<file path="config.mk">
export PLATFORM = sky130hd
export DESIGN_NAME = fetch_pc_unit
export DESIGN_NICKNAME = d
export VERILOG_FILES = /design/src/rtl/fetch_pc_unit_pkg.sv /design/src/rtl/fetch_next_pc.sv /design/src/rtl/fetch_pc_unit.sv
export SDC_FILE = /design/constraint.sdc
export NUM_CORES = 1
export LEC_CHECK = 0
export BUFFER_PORTS_ARGS = -buffer_cell sky130_fd_sc_hd__buf_2
export CAP_MARGIN = 20
export CORE_ASPECT_RATIO = 2
export CORE_UTILIZATION = 35
export CTS_CLUSTER_DIAMETER = 60
export DETAILED_ROUTE_END_ITERATION = 8
export PLACE_DENSITY_LB_ADDON = 0.2
export SLEW_MARGIN = 10
export SYNTH_ARGS = -nofsm -noshare
export SYNTH_HDL_FRONTEND = slang
export SYNTH_SLANG_ARGS = --single-unit
</file>
<file path="constraint.sdc">
create_clock -name clk -period 2.35 [get_ports clk]
set_input_delay 0.3525 -clock clk [delete_from_list [all_inputs] [get_ports clk]]
set_output_delay 0.3525 -clock clk [all_outputs]
set_load 0.005 [all_outputs]
</file>
<file path="src/rtl/fetch_pc_unit_pkg.sv">
// Shared definitions for the instruction fetch PC unit: state encoding and default addresses.
package fetch_pc_unit_pkg;

  localparam int unsigned InstrW = 32;

  localparam logic [31:0] DefResetPc   = 32'h0000_0000;
  localparam logic [31:0] DefExcVector = 32'h0000_0180;

  typedef enum logic [1:0] {
    StReq   = 2'd0,
    StResp  = 2'd1,
    StDrain = 2'd2
  } fetch_state_e;

endpackage

</file>
<file path="src/rtl/fetch_next_pc.sv">
// Next fetch address select: exception > redirect > sequential pc+4 > hold.
// The exception path exists only when FETCH_EXC_EN is defined.
module fetch_next_pc
  import fetch_pc_unit_pkg::*;
(
`ifdef FETCH_EXC_EN
  input  logic [31:0] exc_pc,
  input  logic        exc_valid,
`endif
  input  logic [31:0] pc,
  input  logic        advance,
  input  logic        redirect_valid,
  input  logic [31:0] redirect_pc,
  output logic [31:0] next_pc,
  output logic        redirect
);

  logic [31:0] seq_pc;
  logic        unused_redirect_lsbs;

  assign seq_pc               = pc + 32'd4;
  assign unused_redirect_lsbs = ^redirect_pc[1:0];

  always_comb begin
    next_pc  = pc;
    redirect = 1'b0;
`ifdef FETCH_EXC_EN
    if (exc_valid) begin
      next_pc  = {exc_pc[31:2], 2'b00};
      redirect = 1'b1;
    end else
`endif
    if (redirect_valid) begin
      next_pc  = {redirect_pc[31:2], 2'b00};
      redirect = 1'b1;
    end else if (advance) begin
      next_pc = seq_pc;
    end
  end

endmodule

</file>
<file path="src/rtl/fetch_pc_unit.sv">
// Instruction fetch PC unit: one outstanding imem request, single-entry output slot to decode.
// Optional exception redirect enabled by defining FETCH_EXC_EN.
module fetch_pc_unit
  import fetch_pc_unit_pkg::*;
#(
  parameter logic [31:0] RESET_PC   = DefResetPc,
  parameter logic [31:0] EXC_VECTOR = DefExcVector
) (
  input  logic              clk,
  input  logic              rst_n,
  input  logic              redirect_valid,
  input  logic [31:0]       redirect_pc,
`ifdef FETCH_EXC_EN
  input  logic              exc_valid,
`endif
  output logic              imem_req,
  output logic [31:0]       imem_addr,
  input  logic              imem_gnt,
  input  logic              imem_rvalid,
  input  logic [InstrW-1:0] imem_rdata,
  output logic              if_valid,
  input  logic              if_ready,
  output logic [31:0]       if_pc,
  output logic [InstrW-1:0] if_instr
);

  fetch_state_e state_q;
  logic [31:0]  pc_q, pc_d;
  logic         redirect;
  logic         advance;
  logic         slot_free;

  assign slot_free = !if_valid || if_ready;
  assign advance   = (state_q == StResp) && imem_rvalid;
  // rst_n gates the request so nothing is issued while reset is held.
  assign imem_req  = rst_n && (state_q == StReq) && slot_free && !redirect;
  assign imem_addr = imem_req ? pc_q : 32'h0;

  fetch_next_pc u_next_pc (
`ifdef FETCH_EXC_EN
    .exc_pc         (EXC_VECTOR),
    .exc_valid      (exc_valid),
`endif
    .pc             (pc_q),
    .advance        (advance),
    .redirect_valid (redirect_valid),
    .redirect_pc    (redirect_pc),
    .next_pc        (pc_d),
    .redirect       (redirect)
  );

  always_ff @(posedge clk or negedge rst_n) begin
    if (!rst_n) begin
      state_q  <= StReq;
      pc_q     <= {RESET_PC[31:2], 2'b00};
      if_valid <= 1'b0;
      if_pc    <= 32'h0;
      if_instr <= '0;
    end else begin
      pc_q <= pc_d;
      if (if_valid && if_ready) begin
        if_valid <= 1'b0;
      end
      case (state_q)
        StReq: begin
          if (redirect) begin
            if_valid <= 1'b0;
          end else if (imem_req && imem_gnt) begin
            state_q <= StResp;
          end
        end
        StResp: begin
          if (redirect) begin
            // Squash: a response already here is dropped, otherwise drain it later.
            if_valid <= 1'b0;
            state_q  <= imem_rvalid ? StReq : StDrain;
          end else if (imem_rvalid) begin
            if_valid <= 1'b1;
            if_pc    <= pc_q;
            if_instr <= imem_rdata;
            state_q  <= StReq;
          end
        end
        StDrain: begin
          if (imem_rvalid) begin
            state_q <= StReq;
          end
        end
        default: state_q <= StReq;
      endcase
    end
  end

endmodule
</file>
==> tab_implementation.tex <==
\begin{tabular}{lr}
\hline
Metric & Value \\
\hline
\multicolumn{2}{l}{\textbf{Outcome}} \\
Outcome & complete, no violations \\
\multicolumn{2}{l}{\textbf{Synthesis}} \\
Warnings, synthesis & 0 \\
Most common flop cell mapped by yosys & sky130\_fd\_sc\_hd\_\_dfrtp\_1 \\
Ys async rst share & 1.00 \\
Number of enable-type register cells in the synthesized netlist & 0 \\
Synth top cells by count & 95 x sky130\_fd\_sc\_hd\_\_dfrtp\_1, 60 x sky130\_fd\_sc\_hd\_\_mux2\_2, 29 x sky130\_fd\_sc\_hd\_\_and2\_1 \\
Top cell type by total area after synthesis & sky130\_fd\_sc\_hd\_\_dfrtp\_1 \\
Count leader, synth & sky130\_fd\_sc\_hd\_\_dfrtp\_1 \\
Summed instance area of the synthesized netlist & 0.00450 mm2 \\
Mapped Avg Cell Area & 11.2 um2 \\
Post-synth top area share & 0.528 \\
Gate Count Post-Synth & 400 \\
Area contributors post-synth & sky130\_fd\_sc\_hd\_\_dfrtp\_1 53\%, sky130\_fd\_sc\_hd\_\_mux2\_2 15\%, sky130\_fd\_sc\_hd\_\_and2\_1 4.0\% \\
Post-synthesis sequential area ratio & 0.528 \\
Yosys cell types & 41 \\
Total of flip-flops plus latches after synthesis & 95 \\
\multicolumn{2}{l}{\textbf{Routing}} \\
Post-route DRC violation count & 0 \\
Wire length per cell & 16.3 um \\
Antenna-violating nets left & 0 \\
DRT iter0 DRCs & 203 \\
Vias per cell & 5.11 \\
Overall via count from detail\_route & 3656 \\
Length of the first detailed-routing pass in iterations & 4 \\
Routed wire length & 11600 um \\
\multicolumn{2}{l}{\textbf{Clocking}} \\
Clk Tree Root Cell & sky130\_fd\_sc\_hd\_\_clkbuf\_16 \\
Clk slew on worst S/H paths & approximately 0.07 ns \\
Clock tree from TritonCTS & done \\
Clock insertion delay at the later pin of the skew report & 0.34 ns \\
Cts bufs inserted & 9 \\
Post-CTS Hold Buffers & 0 \\
Resized cells post-CTS & 0 \\
CTS HTree Levels & 3 \\
Clock tree buffer depth & 2 \\
\# Post-CTS Setup Buffers & 0 \\
Sink count of the clock tree & 95 \\
\multicolumn{2}{l}{\textbf{Setup path}} \\
Critical path's top delay family & simple AND/OR/NAND/NOR gates \\
Setup CP Type & register to register \\
Kind of start point of the critical path & register \\
Setup crit end kind & register \\
Critical path buffers and inverters & 0 \\
Cell with the largest stage delay on the worst path & sky130\_fd\_sc\_hd\_\_or4\_1 \\
Instance count on the critical path & 5 \\
Critical path cell sequence & ha\_1, and4b\_1, nand3\_1, or4\_1, a31oi\_1 \\
Cell count of the worst reg-to-reg path & 5 \\
Req. time, crit path & 2.62 ns \\
Largest fanout of any net on the critical path & 7 \\
Data arrival time of the worst path & roughly 2.4 ns \\
Source of the critical timing path & pc\_q[2]\$\_DFFE\_PN0P\_ \\
Largest stage delay on the critical path & 0.56 ns \\
Source of the worst register-to-register timing path & pc\_q[2]\$\_DFFE\_PN0P\_ \\
Critical register-to-register path endpoint & pc\_q[20]\$\_DFFE\_PN0P\_ \\
Setup crit end & pc\_q[20]\$\_DFFE\_PN0P\_ \\
Slack of the worst reg-to-reg path & 0.20 ns \\
\multicolumn{2}{l}{\textbf{Timing}} \\
Period minus WS final & 2.15 ns \\
Max Fclk & 466 MHz \\
Relative slew slack & 0.592 \\
Post-route worst hold slack & 0.150 ns \\
Final setup fails & 0 \\
Max Transition Viols Final & 0 \\
Unrepaired setup endpoints after global routing & false \\
Total negative slack & 0 ns \\
Portion of the clock cycle consumed by the worst path in the final layout & 0.913 \\
Clock skew & about 0.0075 ns \\
Final count of hold timing violations & 0 \\
Slew at the pin closest to its max-slew limit & 0.612 ns \\
\multicolumn{2}{l}{\textbf{Floorplan}} \\
Die width & about 82 um \\
Count of boundary I/O pins & about 170 \\
Initial core utilization & 0.358 \\
Die area & 0.0133 mm2 \\
Die Span Y & 162 um \\
Core footprint & between 0.01 and 0.015 mm2 \\
\# rows & 58 \\
\multicolumn{2}{l}{\textbf{Place}} \\
Gp weighted congestion & around 0.73 \\
Number of buffers inserted by port buffering & 161 \\
Detailed-placement wirelength estimate & 8830 um \\
Inst Count DP & approximately 700 \\
\multicolumn{2}{l}{\textbf{Global routing}} \\
Antenna violations before repair & 0 \\
GRT Overall Usage & 0.186 \\
Wire length of the first global-routing pass & roughly 19000 um \\
Total overflow reported by the global router & 0 \\
Number of global-route vias before repair & 3700 \\
Largest net degree at the start of global routing & 50 \\
\multicolumn{2}{l}{\textbf{Cells and area}} \\
Fraction of layout instances using a drive strength above 1 & 0.458 \\
Area growth syn-to-layout & 29.5\% \\
Number of antenna diodes & 0 \\
Total Nets Final & 631 \\
Number of cells in the finished layout apart from fillers & 715 \\
Number of filler cells placed in the layout & 1241 \\
\multicolumn{2}{l}{\textbf{Power}} \\
Peak VDD IR & 0.498 mV \\
LEAKAGE & $\sim$2.8 nW \\
Total power density per cell area & 880 mW/mm2 \\
\multicolumn{2}{l}{\textbf{Run}} \\
Max-Cap Viols & 0 \\
\multicolumn{2}{l}{\textbf{Min path}} \\
Type of the tightest min-delay check & input pin to asynchronous set/reset pin \\
\hline
\end{tabular}
==> power by group <==
part           leakage, nW  total, mW  internal [mW]  switching (mW)
sequential            1.15       2.31           2.05           0.256
clock                0.171       1.71           1.05           0.653
combinational         1.47       1.11          0.654           0.458
total                 2.79       5.13           3.76            1.37
==> stage by stage <==
| stage | power, mW | utilization | setup slack, ns | area [um2] |
|---|---|---|---|---|
| 6_report | 5.13 | 0.464 | 0.204 | 5830 |
| 5_1_grt | 5.43 | 0.464 | 0.0842 | 5830 |
| 4_1_cts | 5.21 | 0.464 | 0.189 | 5830 |
| 3_5_place_dp | 3.48 | 0.436 | 0.212 | 5480 |
| 3_3_place_gp | 3.44 | 0.436 | 0.262 | 5480 |
| 2_1_floorplan | 2.85 | - | 0.363 | 4510 |
==> worst min-delay path by stage <==
stage | cells past startpoint | from | end
after floorplan | 0 | rst_n | if_instr[0]$_DFFE_PN0P_
after global placement | 2 | if_pc[24]$_DFFE_PN0P_ | if_pc[24]$_DFFE_PN0P_
after detailed placement | 2 | if_pc[24]$_DFFE_PN0P_ | if_pc[24]$_DFFE_PN0P_
after CTS | 2 | rst_n | if_instr[6]$_DFFE_PN0P_
after global routing | 2 | rst_n | if_instr[7]$_DFFE_PN0P_
final | 2 | rst_n | if_instr[6]$_DFFE_PN0P_
==> per-layer routing <==
| metal | global-route usage | vias up | share of wire |
|---|---|---|---|
| li1 | - | 1747 | - |
| met4 | 0.0742 | 0 | 0.021 |
| met1 | 0.205 | 1775 | 0.37 |
| met2 | 0.334 | 116 | 0.56 |
| met3 | 0.0398 | 18 | 0.052 |
| met5 | 0 | - | 0 |
==> cell usage in the layout (no fill, tap or decap), types with 2 or more instances in the layout <==
| cell type | n |
|---|---|
| sky130_fd_sc_hd__buf_4 | 15 |
| sky130_fd_sc_hd__inv_6 | 3 |
| sky130_fd_sc_hd__xor2_1 | 4 |
| sky130_fd_sc_hd__bufinv_16 | 3 |
| sky130_fd_sc_hd__nor2_1 | 22 |
| sky130_fd_sc_hd__nand4_1 | 8 |
| sky130_fd_sc_hd__and3_1 | 5 |
| sky130_fd_sc_hd__conb_1 | 4 |
| sky130_fd_sc_hd__a22oi_1 | 3 |
| sky130_fd_sc_hd__nor4_1 | 3 |
| sky130_fd_sc_hd__nand4b_1 | 2 |
| sky130_fd_sc_hd__and2_1 | 29 |
| sky130_fd_sc_hd__mux2_2 | 60 |
| sky130_fd_sc_hd__a21oi_1 | 2 |
| sky130_fd_sc_hd__nor2b_1 | 2 |
| sky130_fd_sc_hd__xnor2_1 | 8 |
| sky130_fd_sc_hd__mux2i_1 | 2 |
| sky130_fd_sc_hd__nand2_1 | 28 |
| sky130_fd_sc_hd__inv_1 | 3 |
| sky130_fd_sc_hd__dfrtp_1 | 95 |
| sky130_fd_sc_hd__nand3_1 | 16 |
| sky130_fd_sc_hd__o21ai_0 | 19 |
| sky130_fd_sc_hd__and4_1 | 5 |
| sky130_fd_sc_hd__a31oi_1 | 12 |
| sky130_fd_sc_hd__buf_2 | 160 |
| sky130_fd_sc_hd__o31ai_1 | 11 |
| sky130_fd_sc_hd__nor3_1 | 5 |
| sky130_fd_sc_hd__or4_1 | 11 |
| sky130_fd_sc_hd__clkbuf_16 | 9 |
==> sequential cells by signal, indices dropped and copies added, names as in the netlist <==
register	count
if_instr	32
if_pc	30
pc_q	30
state_q	2
if_valid	1
==> cell families (layout without fill, tap and decap cells) <==
group | Yosys count | after routing | share of synthesized area
flops | 95 | 95 | 0.528
buf+inv | 32 | 194 | 0.0339
simple gates | 148 | 148 | 0.189
compound gates | 49 | 49 | 0.0670
other cells | 1 | 4 | 0.000833
fa+ha+maj | 1 | 1 | 0.00278
mux | 62 | 62 | 0.155
xor+xnor | 12 | 12 | 0.0234
==> final cells by class <==
cell class | count | area (um2) | share of cell area
clock buffer | 9 | 225 | 0.0387
clock inverter | 7 | 125 | 0.0215
inverter | 3 | 11.3 | 0.00193
multi-input combinational | 276 | 1990 | 0.341
sequential | 95 | 2380 | 0.408
tap | 150 | 188 | 0.0322
timing repair buffer | 175 | 913 | 0.157
(Power assumes the default switching activity.)
